[config.mk]
export PLATFORM = sky130hd
export DESIGN_NAME = muon_decay_sequencer
export DESIGN_NICKNAME = d
export VERILOG_FILES = /design/src/rtl/muon_pkg.sv /design/src/rtl/lifetime_timer.sv /design/src/rtl/muon_decay_sequencer.sv
export SDC_FILE = /design/constraint.sdc
export NUM_CORES = 1
export LEC_CHECK = 0
export ABC_CLOCK_PERIOD_IN_PS = 3900
export CAP_MARGIN = 20
export CORE_ASPECT_RATIO = 1.1
export CORE_MARGIN = 1.5
export CORE_UTILIZATION = 53
export DETAILED_ROUTE_END_ITERATION = 10
export GPL_TIMING_DRIVEN = 0
export PLACE_DENSITY = 0.86
export SYNTH_ARGS = -nofsm -noshare
export SYNTH_HDL_FRONTEND = slang
export SYNTH_SLANG_ARGS = --single-unit
[constraint.sdc]
create_clock -name clk -period 3.9 [get_ports clk]
set_input_delay 0.585 -clock clk [delete_from_list [all_inputs] [get_ports clk]]
set_output_delay 0.585 -clock clk [all_outputs]
set_load 0.005 [all_outputs]
[src/rtl/muon_pkg.sv]
// Shared state encoding and default timing constants for the muon decay sequencer.
package muon_pkg;

  localparam int unsigned CLK_HZ             = 100_000_000;
  localparam int unsigned WINDOW_CYCLES_DEF  = 2000;
  localparam int unsigned HOLDOFF_CYCLES_DEF = 660;
  localparam int unsigned MIN_GAP_CYCLES_DEF = 2;
  localparam int unsigned TIME_W_DEF         = 16;

  typedef enum logic [1:0] {
    IDLE    = 2'd0,
    WINDOW  = 2'd1,
    REPORT  = 2'd2,
    HOLDOFF = 2'd3
  } state_t;

  function automatic logic [15:0] sat_inc16(input logic [15:0] v);
    return (v == 16'hFFFF) ? v : v + 16'd1;
  endfunction

endpackage

[src/rtl/lifetime_timer.sv]
// Loadable up-counter shared by the decay window and the holdoff period.
// Terminal compares are registered-count decodes, valid in the same cycle as count_o.
module lifetime_timer
  import muon_pkg::*;
#(
  parameter int unsigned TIME_W         = TIME_W_DEF,
  parameter int unsigned MIN_GAP_CYCLES = MIN_GAP_CYCLES_DEF,
  parameter int unsigned WINDOW_CYCLES  = WINDOW_CYCLES_DEF,
  parameter int unsigned HOLDOFF_CYCLES = HOLDOFF_CYCLES_DEF
) (
  input  logic              clk,
  input  logic              rst,
  input  logic              load_i,
  input  logic [TIME_W-1:0] load_val_i,
  input  logic              inc_i,
  output logic [TIME_W-1:0] count_o,
  output logic              ge_min_o,
  output logic              eq_window_o,
  output logic              eq_holdoff_o
);

  logic [TIME_W-1:0] count_q, count_d;

  always_comb begin
    count_d = count_q;
    if (load_i) begin
      count_d = load_val_i;
    end else if (inc_i) begin
      count_d = count_q + TIME_W'(1);
    end
  end

  always_ff @(posedge clk or posedge rst) begin
    if (rst) begin
      count_q <= '0;
    end else begin
      count_q <= count_d;
    end
  end

  assign count_o      = count_q;
  assign ge_min_o     = (count_q >= TIME_W'(MIN_GAP_CYCLES));
  assign eq_window_o  = (count_q == TIME_W'(WINDOW_CYCLES));
  assign eq_holdoff_o = (count_q == TIME_W'(HOLDOFF_CYCLES));

endmodule

[src/rtl/muon_decay_sequencer.sv]
// Start/stop lifetime sequencer: valid one cycle after the stop, held under backpressure
// indefinitely, then HOLDOFF_CYCLES of dead time. Counters exist only with MUON_SEQ_STATS_EN.
module muon_decay_sequencer
  import muon_pkg::*;
#(
  parameter int unsigned WINDOW_CYCLES  = WINDOW_CYCLES_DEF,
  parameter int unsigned MIN_GAP_CYCLES = MIN_GAP_CYCLES_DEF,
  parameter int unsigned HOLDOFF_CYCLES = HOLDOFF_CYCLES_DEF,
  parameter int unsigned TIME_W         = TIME_W_DEF
) (
  input  logic              clk,
  input  logic              rst,
  input  logic              start_pulse,
  input  logic              stop_pulse,
  output logic              arm,
  output logic              busy,
  output logic [TIME_W-1:0] lifetime,
  output logic              lifetime_valid,
  input  logic              lifetime_ready,
  output logic [15:0]       event_count,
  output logic [15:0]       timeout_count
);

  state_t            state_q, state_d;
  logic [TIME_W-1:0] lifetime_q, lifetime_d;
  logic              tmr_load, tmr_inc;
  logic [TIME_W-1:0] elapsed;
  logic              ge_min, eq_window, eq_holdoff;

  lifetime_timer #(
    .TIME_W        (TIME_W),
    .MIN_GAP_CYCLES(MIN_GAP_CYCLES),
    .WINDOW_CYCLES (WINDOW_CYCLES),
    .HOLDOFF_CYCLES(HOLDOFF_CYCLES)
  ) u_timer (
    .clk         (clk),
    .rst         (rst),
    .load_i      (tmr_load),
    .load_val_i  (TIME_W'(1)),
    .inc_i       (tmr_inc),
    .count_o     (elapsed),
    .ge_min_o    (ge_min),
    .eq_window_o (eq_window),
    .eq_holdoff_o(eq_holdoff)
  );

  // Loading 1 on every phase entry makes the count equal cycles-since-entry.
  always_comb begin
    state_d    = state_q;
    lifetime_d = lifetime_q;
    tmr_load   = 1'b0;
    tmr_inc    = 1'b0;
    case (state_q)
      IDLE: begin
        if (start_pulse) begin
          state_d  = WINDOW;
          tmr_load = 1'b1;
        end
      end
      WINDOW: begin
        if (stop_pulse && ge_min) begin
          state_d    = REPORT;
          lifetime_d = elapsed;
        end else if (eq_window) begin
          state_d  = HOLDOFF;
          tmr_load = 1'b1;
        end else begin
          tmr_inc = 1'b1;
        end
      end
      REPORT: begin
        if (lifetime_ready) begin
          state_d  = HOLDOFF;
          tmr_load = 1'b1;
        end
      end
      HOLDOFF: begin
        if (eq_holdoff) begin
          state_d = IDLE;
        end else begin
          tmr_inc = 1'b1;
        end
      end
      default: state_d = IDLE;
    endcase
  end

  always_ff @(posedge clk or posedge rst) begin
    if (rst) begin
      state_q    <= IDLE;
      lifetime_q <= '0;
    end else begin
      state_q    <= state_d;
      lifetime_q <= lifetime_d;
    end
  end

  assign arm            = (state_q == IDLE);
  assign busy           = (state_q != IDLE);
  assign lifetime_valid = (state_q == REPORT);
  assign lifetime       = lifetime_q;

`ifdef MUON_SEQ_STATS_EN
  logic [15:0] event_count_q, timeout_count_q;
  logic        accept_w, timeout_w;

  assign accept_w  = (state_q == REPORT) && lifetime_ready;
  assign timeout_w = (state_q == WINDOW) && eq_window && !(stop_pulse && ge_min);

  always_ff @(posedge clk or posedge rst) begin
    if (rst) begin
      event_count_q   <= '0;
      timeout_count_q <= '0;
    end else begin
      if (accept_w) event_count_q <= sat_inc16(event_count_q);
      if (timeout_w) timeout_count_q <= sat_inc16(timeout_count_q);
    end
  end

  assign event_count   = event_count_q;
  assign timeout_count = timeout_count_q;
`else
  assign event_count   = 16'd0;
  assign timeout_count = 16'd0;
`endif

endmodule

==> results of run 1 <==
==> tightest hold or removal path, cell delays in order, from the launching register on <==
cell                      delay [ns]
sky130_fd_sc_hd__dfrtp_1        0.34
sky130_fd_sc_hd__nand2_1        0.04
sky130_fd_sc_hd__o21ai_0        0.06
==> cells by family (layout without fill, tap and decap cells) <==
group           count (synthesis)  after routing
mux                            27             27
fa+ha+maj                       7              7
simple gates                   73             73
other cells                     1             32
compound gates                 34             34
xor+xnor                        1              1
buf+inv                        52             83
flops                          34             34
==> cell usage after synthesis (2+ instances only) <==
cell type                   n
sky130_fd_sc_hd__nand3b_1  12
sky130_fd_sc_hd__and4_1     3
sky130_fd_sc_hd__and2_1     2
sky130_fd_sc_hd__buf_4     34
sky130_fd_sc_hd__dfrtp_1   34
sky130_fd_sc_hd__ha_1       7
sky130_fd_sc_hd__nor4_1     4
sky130_fd_sc_hd__o21ai_0    8
sky130_fd_sc_hd__a21o_1     3
sky130_fd_sc_hd__inv_1      8
sky130_fd_sc_hd__or4_4      2
sky130_fd_sc_hd__nand2_1   13
sky130_fd_sc_hd__a21oi_1   14
sky130_fd_sc_hd__nand3_1   19
sky130_fd_sc_hd__mux2_2    14
sky130_fd_sc_hd__and3_1     5
sky130_fd_sc_hd__clkbuf_1   4
sky130_fd_sc_hd__nand4_1    8
sky130_fd_sc_hd__buf_2      5
sky130_fd_sc_hd__mux2i_1   12
==> worst max path at each step <==
stage / from / to / slack (ns) / depth (start not counted)
floorplan: u_timer.count_o[6]$_DFFE_PP0P_ / state_q[1]$_DFFE_PP0P_ / 1.82 / 5
global placement: u_timer.count_o[7]$_DFFE_PP0P_ / lifetime[5]$_DFFE_PP0P_ / 1.52 / 6
detailed placement: u_timer.count_o[7]$_DFFE_PP0P_ / lifetime[10]$_DFFE_PP0P_ / 1.49 / 6
CTS: u_timer.count_o[7]$_DFFE_PP0P_ / lifetime[5]$_DFFE_PP0P_ / 1.49 / 6
global route: u_timer.count_o[7]$_DFFE_PP0P_ / lifetime[10]$_DFFE_PP0P_ / 1.32 / 6
finish: u_timer.count_o[7]$_DFFE_PP0P_ / lifetime[5]$_DFFE_PP0P_ / 1.46 / 6
==> power by group <==
group | internal (µW) | switching [µW] | leakage (µW) | total, µW
logic | 336 | 357 | 0.000845 | 693
clock network | 120 | 121 | 0.0000438 | 241
registers | 426 | 55.5 | 0.000461 | 481
total | 881 | 534 | 0.00135 | 1410
==> stage by stage <==
step	hold WS (ns)	util	worst slack, ns	total power [µW]
floorplan	0.473	-	1.82	944
global placement	0.462	0.662	1.52	1160
detailed placement	0.473	0.669	1.49	1180
CTS	0.488	0.689	1.49	1420
global route	0.500	0.689	1.32	1520
finish	0.478	0.689	1.46	1410
==> layout by cell type (no fill, tap or decap), drive strengths merged, types with 8 or more instances in the layout <==
| cell type | count |
|---|---|
| buf | 41 |
| dfrtp | 34 |
| conb | 32 |
| clkdlybuf4s50 | 23 |
| nand3 | 19 |
| mux2 | 15 |
| a21oi | 14 |
| nand2 | 13 |
| nand3b | 12 |
| mux2i | 12 |
| clkbuf | 9 |
| nand4 | 8 |
| inv | 8 |
| o21ai | 8 |
==> routing by layer <==
metal	track usage	vias to the layer above	wire length [µm]
met2	0.324	64	2150
li1	-	886	-
met3	0.0408	6	294
met1	0.276	790	1990
met5	0	-	0
met4	0.0764	0	69
==> registers in the layout, indices dropped and copies added (netlist names) <==
signal,count
lifetime,16
u_timer.count_o,16
state_q,2
==> cell type report <==
cell class                 instances  area share
buffer                            44       0.108
clock buffer                       5      0.0248
clock inverter                     2     0.00361
inverter                           8      0.0108
multi-input combinational        174       0.429
sequential                        34       0.307
tap                               52      0.0235
timing repair buffer              24      0.0930
==> summary by stage, run 1 <==
Synthesis
The mean instance size in the synthesized netlist is 9.84 µm². By area the synthesized netlist is led by sky130_fd_sc_hd__dfrtp_1, sky130_fd_sc_hd__buf_4, sky130_fd_sc_hd__mux2_2. The sequential cell area fraction in the yosys report is 0.378.

Of the total synthesized cell area, the portion taken by AND, OR, NAND and NOR gates is 0.195. After synthesis, the largest family of logic cells by area is simple AND/OR/NAND/NOR gates. The multiplexer share of the synthesized area is 0.128.

The number of enable-type register cells in the synthesized netlist is 0. The largest area contributor in the synthesized netlist is sky130_fd_sc_hd__dfrtp_1. In the synthesized netlist the dominant register cell turns out to be sky130_fd_sc_hd__dfrtp_1. The share of synthesized area in the top cell type comes to 0.378. Of the total synthesized cell area, the portion taken by full adders, half adders and majority gates is 0.0389.

The count of distinct cell types in the synthesized netlist is 38. The number of instances in the synthesized netlist is 229. Of the total synthesized cell area, the portion taken by XOR and XNOR cells is 0.00389. The synthesized netlist occupies a cell area of 0.00225 mm².

The synthesized design contains 34 register bits. The post-synthesis async set-or-reset flop share is 1.00. The area fraction in compound gates after synthesis is 0.108. The synthesis warning total is 0.

Critical path
The category of cells accounting for the largest share of critical-path delay is simple AND/OR/NAND/NOR gates. STA classifies the critical path startpoint as a flop. The largest single stage delay on the critical path is around 0.44 ns. The critical path goes through clkbuf_1 -> nor4_1 -> nand4_1 -> nand3_1 -> buf_2 -> mux2_2. By startpoint and endpoint, the worst setup path is classified as reg2reg.

The worst setup path is captured at a flop. The reg-to-reg setup timing slack is 1.46 ns. The required time of the critical path is 4.07 ns. The endpoint of the worst-slack reg-to-reg timing path is lifetime[5]$_DFFE_PP0P_. The launch instance of the worst register-to-register path is u_timer.count_o[7]$_DFFE_PP0P_. The cell with the largest stage delay on the worst path is sky130_fd_sc_hd__nor4_1.

For the worst setup path, the data arrival time is roughly 2.6 ns. Along the worst path, the maximum fanout reaches 10. The number of buffer and inverter stages on the critical path is 2. The worst reg2reg path depth is 6.

Floorplanning
The die width is 65.2 µm. The core box area is between 0.004 and 0.005 mm². The site row count is 24. The number of top-level design ports is 56. The die covers between 0.004 and 0.005 mm². The starting density of the core is 0.560. The floorplan step set the die height to approximately 71 µm.

Route
Dividing the detail-routed wire length by the instance count gives about 13 µm. After detailed routing, the number of remaining DRC violations is 0. The number of DRC violations after detailed-routing iteration 0 is 90.

The total detailed-routing wirelength is about 4500 µm. The number of antenna-violating nets in the routed design is 0. For this block, the via count after detailed routing is approximately 1700. The vias per cell is approximately 5. Before antenna repair, the detailed router went through 4 iterations.

Timing
Adding up every negative setup slack in the final design gives 0 ns. The minimum clock period after layout is around 2.4 ns. The number of endpoints with negative hold slack in the final report is 0. Setup repair after global routing left no endpoint under its margin. Setup violations remaining at the end of the flow were counted as 0.

The maximum clock frequency is 410 MHz. At the pin with the least slew margin, the transition time is ~0.69 ns. In this run the tightest slew margin relative to its limit is 0.541. The number of slew-limit violations in the final report is 0. Between clock sinks in the finished design, the worst skew comes to between 0.005 and 0.006 ns. The final period utilization is 0.625.

Layout
Relative to the synthesized area, the layout overhead comes to 23.0%. After routing the design area is 0.00277 mm². Registers take 851 µm². The layout has 343 filler cells. The count of non-filler cells in the finished layout is 343. The area of the multi-input gates is ~0.0012 mm². The number of nets at the end of the flow is slightly above 300. In the final layout, the share of cells above drive strength 1 is 0.234. The number of antenna diodes is 0.

Global routing
The initial antenna violation count was 0. The global route total overflow is 0. For this run, the total global-route usage over all layers was measured as 0.204. The via count of the first global-routing pass is approximately 1600. Entering global routing, the biggest net connects 20 pins.

The first global-routing pass estimated 7360 µm of wire.

Clocking
Counting the buffers created by CTS gives 5. Clock latency on the worst-skew pair, taken at its later pin, is between 0.2 and 0.3 ns. The number of buffers between clock root and the deepest sink is 2. The clock root buffer is sky130_fd_sc_hd__clkbuf_8. The CTS tree is yes. In this run the post-CTS setup repair buffer count came out at 0. Gates resized during post-CTS repair numbered 0. The clock sink count is 34. The number of H-tree branching levels is 2. The number of hold buffers added after cts is 0. The clock transition at the register clock pins on the worst setup and hold paths after CTS is approximately 0.07 ns.

Place
The routability congestion estimate from global placement is just under 0.9. In this run the cell area measured after placement is ~0.0027 mm². The placed wire-length estimate is roughly 3400 µm.

The count of buffers added on input and output ports is 23. Counting tap cells, the placed design contains a total of 336 instances.

Power and ir drop
Summed over all cells, the static leakage comes to 0.00135 µW. In this run the power density over the cells is ~510 mW/mm². The worst-case IR drop observed on VDD is 253 µV.

Hold path
The worst hold path terminates at lifetime[1]$_DFFE_PP0P_. The type of the tightest min-delay check is reg2reg. The worst hold path stage count is 2. The startpoint identified for the worst hold timing path is lifetime[1]$_DFFE_PP0P_.

Status
The flow ran to the end, and the final reports show no timing, DRC or antenna violations.

Run
The max-capacitance violation count is 0.
No activity file was read; power rests on OpenSTA's default activity.
==> run 2, diff against run 1 <==
--- a/config.mk
+++ b/config.mk
@@ -5,14 +5,14 @@
 export SDC_FILE = /design/constraint.sdc
 export NUM_CORES = 1
 export LEC_CHECK = 0
-export ABC_CLOCK_PERIOD_IN_PS = 3900
+export ABC_CLOCK_PERIOD_IN_PS = 2400
 export CAP_MARGIN = 20
 export CORE_ASPECT_RATIO = 1.1
 export CORE_MARGIN = 1.5
-export CORE_UTILIZATION = 53
+export CORE_UTILIZATION = 50
 export DETAILED_ROUTE_END_ITERATION = 10
 export GPL_TIMING_DRIVEN = 0
-export PLACE_DENSITY = 0.86
+export PLACE_DENSITY = 0.82
 export SYNTH_ARGS = -nofsm -noshare
 export SYNTH_HDL_FRONTEND = slang
 export SYNTH_SLANG_ARGS = --single-unit
==> constraint.sdc (replaced) <==
create_clock -name clk -period 2.4 [get_ports clk]
set_input_delay 0.36 -clock clk [delete_from_list [all_inputs] [get_ports clk]]
set_output_delay 0.36 -clock clk [all_outputs]
set_load 0.005 [all_outputs]
==> summary by stage, run 2 (synthesis results as in run 1) <==
Status
The flow ran to the end, and the final reports show no timing, DRC or antenna violations.

Place
The routability congestion estimate from global placement is 0.888 (+0.12%). The number of buffer cells added on primary ports is 23 (unchanged). The placed wire-length estimate came to 3450 µm (+2.0%). The total placed cells including tap cells is 338 (+0.60%). The placed standard-cell area came to 0.00270 mm² (about the same).

Critical path
The reg-to-reg setup timing slack came to 0.08 ns (-1.39 ns). The required time of the critical path is 2.56 ns (-1.51 ns). The worst-path maximum fanout is 10 (unchanged). The kind of start point of the critical path is a flop. The endpoint of the worst-slack reg-to-reg timing path is u_timer.count_o[15]$_DFFE_PP0P_. The setup path with the least slack is of type reg2reg. The worst reg2reg path depth came to 6 (unchanged). The data arrival time at the worst-slack endpoint came to 2.48 ns (-0.13 ns).

STA classifies the critical path endpoint as a flop. The launch instance of the worst register-to-register path is u_timer.count_o[13]$_DFFE_PP0P_.

Global routing
The global-route wire length before repair came to 7760 µm (+5.3%). The via count of the first global-routing pass is 1735 (+11%). The initial antenna violation count is 0 (unchanged). The maximum number of pins on one net before global-route repair came to 20 (unchanged).

The global route total overflow is 0 (unchanged). The overall global routing resource usage is 0.205 (+0.00131).

Layout
The design area was 0.00282 mm² (+1.8%). The count of non-filler cells in the finished layout is 350 (+2.0%). The number of antenna diodes is 0 (unchanged). The number of nets at the end of the flow is 307 (+1.3%). The top cell types in the final layout, fill and taps aside, are sky130_fd_sc_hd__buf_4, sky130_fd_sc_hd__dfrtp_1, sky130_fd_sc_hd__conb_1. The library cell used most frequently in the layout, excluding fill and tap cells, is sky130_fd_sc_hd__buf_4. The relative area change from synthesis to final layout is 25.2%. The layout cell share with drive strength beyond 1 came to 0.247 (+0.0129).

Floorplanning
The core box area is 0.00432 mm² (+7.3%). The total die area is 0.00492 mm² (+5.7%). The number of top-level design ports is 56 (unchanged). The die width was 67.0 µm (+2.8%). The height of the chip was 73.4 µm (+2.8%). The site row count is 25 (+4.2%). The starting density of the core came to 0.522 (-0.0380).

Route
The number of remaining DRC errors came to 0 (unchanged). The vias per cell is 5.27 (+3.6%). The total vias in the final route is 1845 (+5.7%). The number of DRC violations after detailed-routing iteration 0 is 157 (+74%). The number of antenna-violating nets in the routed design is 0 (unchanged). The number of optimization iterations in the first detailed-route pass is 4 (unchanged). The average wire per cell in the routed design is 13.9 µm (+5.7%). The total detailed-routing wirelength came to 4860 µm (+7.9%).

Clocking
Clock tree synthesis selected as its root buffer the cell sky130_fd_sc_hd__clkbuf_8. The number of H-tree branching levels came to 2 (unchanged). The number of buffers between clock root and the deepest sink came to 2 (unchanged). The number of hold buffers added after cts is 0 (unchanged). The clock sink count is 34 (unchanged). The clock transition at the register clock pins on the worst setup and hold paths after CTS was 0.07 ns (about the same).

TritonCTS built the clock tree. The number of buffers created by CTS came to 5 (unchanged). The insertion delay to the later sink of the worst-skew pair is 0.28 ns (about the same).

Power and ir drop
The power density relative to cell area is 834 mW/mm² (+63%). The maximum ir drop on the vdd rail is 342 µV (+35%). The switching portion of total power is 0.376 (-0.00152).

The total power consumption of the routed design is 2350 µW (+66%). The static leakage power is 0.00137 µW (+1.6%). The reported net switching power is 884 µW (+66%). The combinational share of power is 0.485 (-0.005). The total internal power is 1470 µW (+67%). The sequential share of power came to 0.333 (-0.007). The clock network power share was 0.183 (+0.013).

Timing
The minimum clock period after layout was 2.32 ns (-0.115 ns). The remaining max-slew budget at the tightest pin came to 0.538 (-0.00307). The setup clock skew after layout is 0.00393 ns (-0.00118 ns).

The transition time of the tightest slew-check pin was 0.692 ns (+0.00460 ns). The final sum of negative setup slack is 0 ns (unchanged). The number of endpoints with negative hold slack in the final report is 0 (unchanged).

The total of endpoints with negative setup slack in the final report is 0 (unchanged). The maximum clock frequency is 430 MHz (+4.9%). The final period utilization is 0.968 (+0.343). The final hold slack is 0.478 ns (-0.000543 ns). The number of slew-limit violations in the final report is 0 (unchanged).

Hold path
The type of the tightest min-delay check is in2async.

Run
The max-capacitance violation count is 0 (unchanged).
-- run 2: changes by cell type in the layout (fill, tap and decap cells not counted), sizes merged --
cell | before | now
clkinv | 2 | 1
clkbuf | 9 | 11
buf | 41 | 45
-- run 2: power groups by stage --
| stage | combinational [µW] | clock (µW) | sequential [µW] |
|---|---|---|---|
| floorplan | 753 | 0 | 780 |
| global placement | 1090 | 0 | 788 |
| detailed placement | 1120 | 0 | 792 |
| CTS | 1140 | 435 | 783 |
| global route | 1260 | 462 | 800 |
| finish | 1140 | 429 | 783 |
-- run 2: per-stage QoR --
| stage | setup WS (ns) | util |
|---|---|---|
| after floorplan | 0.319 | - |
| after global placement | 0.0366 | 0.618 |
| after detailed placement | 0.00251 | 0.624 |
| after CTS | 0.0828 | 0.647 |
| after global routing | -0.00481 | 0.654 |
| final | 0.0767 | 0.654 |
-- run 2: repair_timing --
action                                  4_1_cts  5_1_grt
gates cloned                                  0        0
pin swaps                                     0        2
endpoints found under the hold margin         0        0
buffers inserted                              0        4
endpoints found under the setup margin        3       13
resized for setup                             1        0
-- run 2: critical path: stages, from the launching register on --
cell and delay, ns:
sky130_fd_sc_hd__dfrtp_1 0.45, sky130_fd_sc_hd__or4_4 0.62, sky130_fd_sc_hd__nor4_2 0.38, sky130_fd_sc_hd__o2111ai_2 0.26
sky130_fd_sc_hd__buf_2 0.27, sky130_fd_sc_hd__nand3b_1 0.12, sky130_fd_sc_hd__mux2i_1 0.09
-- run 2: per-layer routing --
metal	global-route usage	up-vias	part of all wire	wire length, µm
li1	-	895	-	-
met1	0.269	868	0.42	2050
met2	0.339	74	0.49	2400
met3	0.0352	8	0.067	327
met4	0.0748	0	0.015	74
met5	0	-	0	0
-- run 2: how the worst max path moves through the flow --
| stage | startpoint | endpoint | slack (ns) | depth (start not counted) |
|---|---|---|---|---|
| floorplan | u_timer.count_o[6]$_DFFE_PP0P_ | state_q[1]$_DFFE_PP0P_ | 0.32 | 5 |
| global placement | u_timer.count_o[7]$_DFFE_PP0P_ | lifetime[5]$_DFFE_PP0P_ | 0.04 | 6 |
| detailed placement | u_timer.count_o[7]$_DFFE_PP0P_ | lifetime[5]$_DFFE_PP0P_ | 0.003 | 6 |
| CTS | u_timer.count_o[13]$_DFFE_PP0P_ | u_timer.count_o[15]$_DFFE_PP0P_ | 0.08 | 6 |
| global route | u_timer.count_o[13]$_DFFE_PP0P_ | u_timer.count_o[12]$_DFFE_PP0P_ | -0.005 | 6 |
| finish | u_timer.count_o[13]$_DFFE_PP0P_ | u_timer.count_o[15]$_DFFE_PP0P_ | 0.08 | 6 |
-- run 2: final cells by class --
cell class / instances / area [µm²]
sequential: 34 / 851
clock inverter: 1 / 5.00
inverter: 8 / 30.0
tap: 54 / 67.6
multi-input combinational: 174 / 1190
timing repair buffer: 28 / 288
buffer: 44 / 299
clock buffer: 7 / 86.3
fill: 353 / 1500
==> run 3, diff against run 2 <==
--- a/config.mk
+++ b/config.mk
@@ -9,10 +9,11 @@
 export CAP_MARGIN = 20
 export CORE_ASPECT_RATIO = 1.1
 export CORE_MARGIN = 1.5
-export CORE_UTILIZATION = 50
+export CORE_UTILIZATION = 48
 export DETAILED_ROUTE_END_ITERATION = 10
+export DONT_BUFFER_PORTS = 1
 export GPL_TIMING_DRIVEN = 0
-export PLACE_DENSITY = 0.82
+export PLACE_DENSITY = 0.64
 export SYNTH_ARGS = -nofsm -noshare
 export SYNTH_HDL_FRONTEND = slang
 export SYNTH_SLANG_ARGS = --single-unit
==> summary by stage, run 3 (synthesis results as in run 1) <==
Critical path
The required time of the critical path was 2.57 ns (about the same). The reg-to-reg setup timing slack was 0.14 ns (+0.06 ns). The critical path is of the reg2reg type. The worst-path maximum fanout is 7 (-3).

The worst reg2reg path depth is 4 (-2). In this run the critical register-to-register path is captured at state_q[1]$_DFFE_PP0P_. The launch instance of the worst register-to-register path is u_timer.count_o[13]$_DFFE_PP0P_.

The data arrival time at the worst-slack endpoint is 2.44 ns (-0.04 ns). Walking the worst path, the cells encountered are or4_4 -> o41ai_4 -> o2111ai_1 -> mux2_1. STA classifies the critical path startpoint as a flop. STA classifies the critical path endpoint as a flop. The category of cells accounting for the largest share of critical-path delay is compound AO/OA/AOI/OAI gates. The maximum cell stage delay along the critical path was 0.61 ns (about the same). Among all stages on the critical path, the largest delay is contributed by sky130_fd_sc_hd__or4_4. The number of buffer and inverter stages on the critical path is 0 (-1).

Floorplanning
The total die area is 0.00512 mm² (+4.0%). The height of the chip was 74.9 µm (+2.0%). The die width came to 68.3 µm (+2.0%).

The starting density of the core is 0.511 (-0.0111). The site row count is 25 (unchanged). The core box area was 0.00441 mm² (+2.2%). The number of top-level design ports is 56 (unchanged).

Layout
The number of antenna diodes came to 0 (unchanged). The number of nets at the end of the flow is 282 (-8.1%). The area of the multi-input gates came to 0.00120 mm² (+0.63%). The design area is 0.00260 mm² (-7.8%). The top cell types in the final layout, fill and taps aside, are sky130_fd_sc_hd__buf_4, sky130_fd_sc_hd__dfrtp_1, sky130_fd_sc_hd__conb_1.

The commonest non-fill, non-tap cell in the layout is sky130_fd_sc_hd__buf_4. From synthesis to final layout, the design area changed by 15.4%. The register area is 851 µm² (unchanged). The layout cell share with drive strength beyond 1 is 0.266 (+0.0191). The count of non-filler cells in the finished layout is 325 (-7.1%). The final-layout fill cell count came to 395 (+12%).

Route
The vias per cell was 5.38 (+2.0%). The total vias in the final route is 1748 (-5.3%). The number of remaining DRC errors is 0 (unchanged). The average wire per cell in the routed design is 14.5 µm (+4.6%). The total detailed-routing wirelength is 4720 µm (-2.9%). The number of antenna-violating nets in the routed design is 0 (unchanged).

The number of optimization iterations in the first detailed-route pass is 4 (unchanged). The number of DRC violations after detailed-routing iteration 0 is 79 (-50%).

Global routing
The maximum number of pins on one net before global-route repair was 24 (+20%). The global-route wire length before repair is 7780 µm (+0.36%). The global route total overflow is 0 (unchanged). The overall global routing resource usage is 0.208 (+0.00269).

The via count of the first global-routing pass came to 1587 (-8.5%). The initial antenna violation count is 0 (unchanged).

Timing
Setup repair after global routing left no endpoint under its margin. The transition time of the tightest slew-check pin is 0.567 ns (-0.125 ns). The number of endpoints with negative hold slack in the final report is 0 (unchanged). The minimum clock period after layout was 2.26 ns (-0.0591 ns).

The number of slew-limit violations in the final report is 0 (unchanged). The final period utilization came to 0.943 (-0.0246). The total of endpoints with negative setup slack in the final report is 0 (unchanged). The setup clock skew after layout is 0.00320 ns (-0.000731 ns).

The remaining max-slew budget at the tightest pin was 0.622 (+0.0836). The maximum clock frequency is 442 MHz (+2.6%).

Clocking
The clock transition at the register clock pins on the worst setup and hold paths after CTS is 0.07 ns (about the same). In this run the clock root is driven by a sky130_fd_sc_hd__clkbuf_8. The CTS tree is yes.

The clock sink count is 34 (unchanged). The number of hold buffers added after cts is 0 (unchanged). The number of buffers created by CTS is 5 (unchanged). The number of H-tree branching levels is 2 (unchanged). The number of buffers between clock root and the deepest sink was 2 (unchanged). The insertion delay to the later sink of the worst-skew pair came to 0.29 ns (about the same).

Power and ir drop
The static leakage power was 0.00129 µW (-5.9%). The sequential share of power came to 0.350 (+0.017). The maximum ir drop on the vdd rail is 461 µV (+35%). The clock network power share was 0.227 (+0.044).

The power density relative to cell area is 875 mW/mm² (+4.9%). The reported net switching power came to 885 µW (about the same). The combinational share of power came to 0.423 (-0.062). The total internal power is 1390 µW (-5.2%). The switching portion of total power came to 0.389 (+0.0128).

Hold path
The path class of the tightest hold or removal check is in2async.

Place
The total placed cells including tap cells is 315 (-6.8%). The number of buffer cells added on primary ports is 0 (-100%). The placed wire-length estimate came to 3520 µm (+2.1%). The routability congestion estimate from global placement is 0.859 (-3.3%).

The placed standard-cell area is 0.00246 mm² (-8.5%).

Run
The max-capacitance violation count came to 0 (unchanged).

Status
The run finished with clean final reports.
-- run 3: stage by stage --
stage                     setup TNS, ns  setup WS (ns)  total power (µW)  utilization  hold WS, ns
final                                 0          0.136              2280        0.590      0.00969
after global routing                  0        0.00393              2460        0.590       0.0539
after CTS                             0         0.0583              2290        0.585       0.0349
after detailed placement         -0.218        -0.0381              1750        0.559        0.342
after global placement                0        0.00996              1730        0.553        0.498
after floorplan                       0          0.319              1530            -        0.473
-- run 3: repair_timing --
action                     in CTS  in global routing
gates resized for setup         1                  1
setup buffers                   0                  2
setup endpoints to repair       6                 19
pin swaps                       0                  2
-- run 3: layer usage --
layer,share of wire,global-route usage,routed length (µm),vias up
li1,-,-,-,843
met1,0.42,0.269,1980,830
met2,0.48,0.318,2280,65
met3,0.074,0.0613,351,10
met4,0.022,0.100,102,0
met5,0,0,0,-
-- run 3: power by group through the flow --
stage	logic [µW]	clock network, µW	registers (µW)
floorplan	753	0	780
global placement	920	0	807
detailed placement	945	0	810
CTS	956	530	799
global route	1080	560	818
finish	962	517	797
-- run 3: worst max path at each step --
stage | startpoint | endpoint | slack [ns] | cells past startpoint
floorplan | u_timer.count_o[6]$_DFFE_PP0P_ | state_q[1]$_DFFE_PP0P_ | 0.32 | 5
global placement | u_timer.count_o[0]$_DFFE_PP0P_ | lifetime[8]$_DFFE_PP0P_ | 0.01 | 7
detailed placement | u_timer.count_o[0]$_DFFE_PP0P_ | lifetime[7]$_DFFE_PP0P_ | -0.04 | 7
CTS | u_timer.count_o[13]$_DFFE_PP0P_ | u_timer.count_o[4]$_DFFE_PP0P_ | 0.06 | 6
global route | u_timer.count_o[0]$_DFFE_PP0P_ | u_timer.count_o[5]$_DFFE_PP0P_ | 0.004 | 8
finish | u_timer.count_o[13]$_DFFE_PP0P_ | state_q[1]$_DFFE_PP0P_ | 0.14 | 4
-- run 3: cell type report --
class / instances / share of cell area
buffer: 44 / 0.115
clock buffer: 5 / 0.0265
clock inverter: 3 / 0.0154
inverter: 8 / 0.0115
multi-input combinational: 174 / 0.462
sequential: 34 / 0.327
tap: 54 / 0.0260
timing repair buffer: 3 / 0.0164
-- run 3: worst reg2reg max path: cells and delay by family (launching register included) --
family             cells  cell delay [ns]
muxes                  1             0.33
AOI/OAI and AO/OA      2             0.76
and+or+nand+nor        1             0.61
DFF                    1             0.45
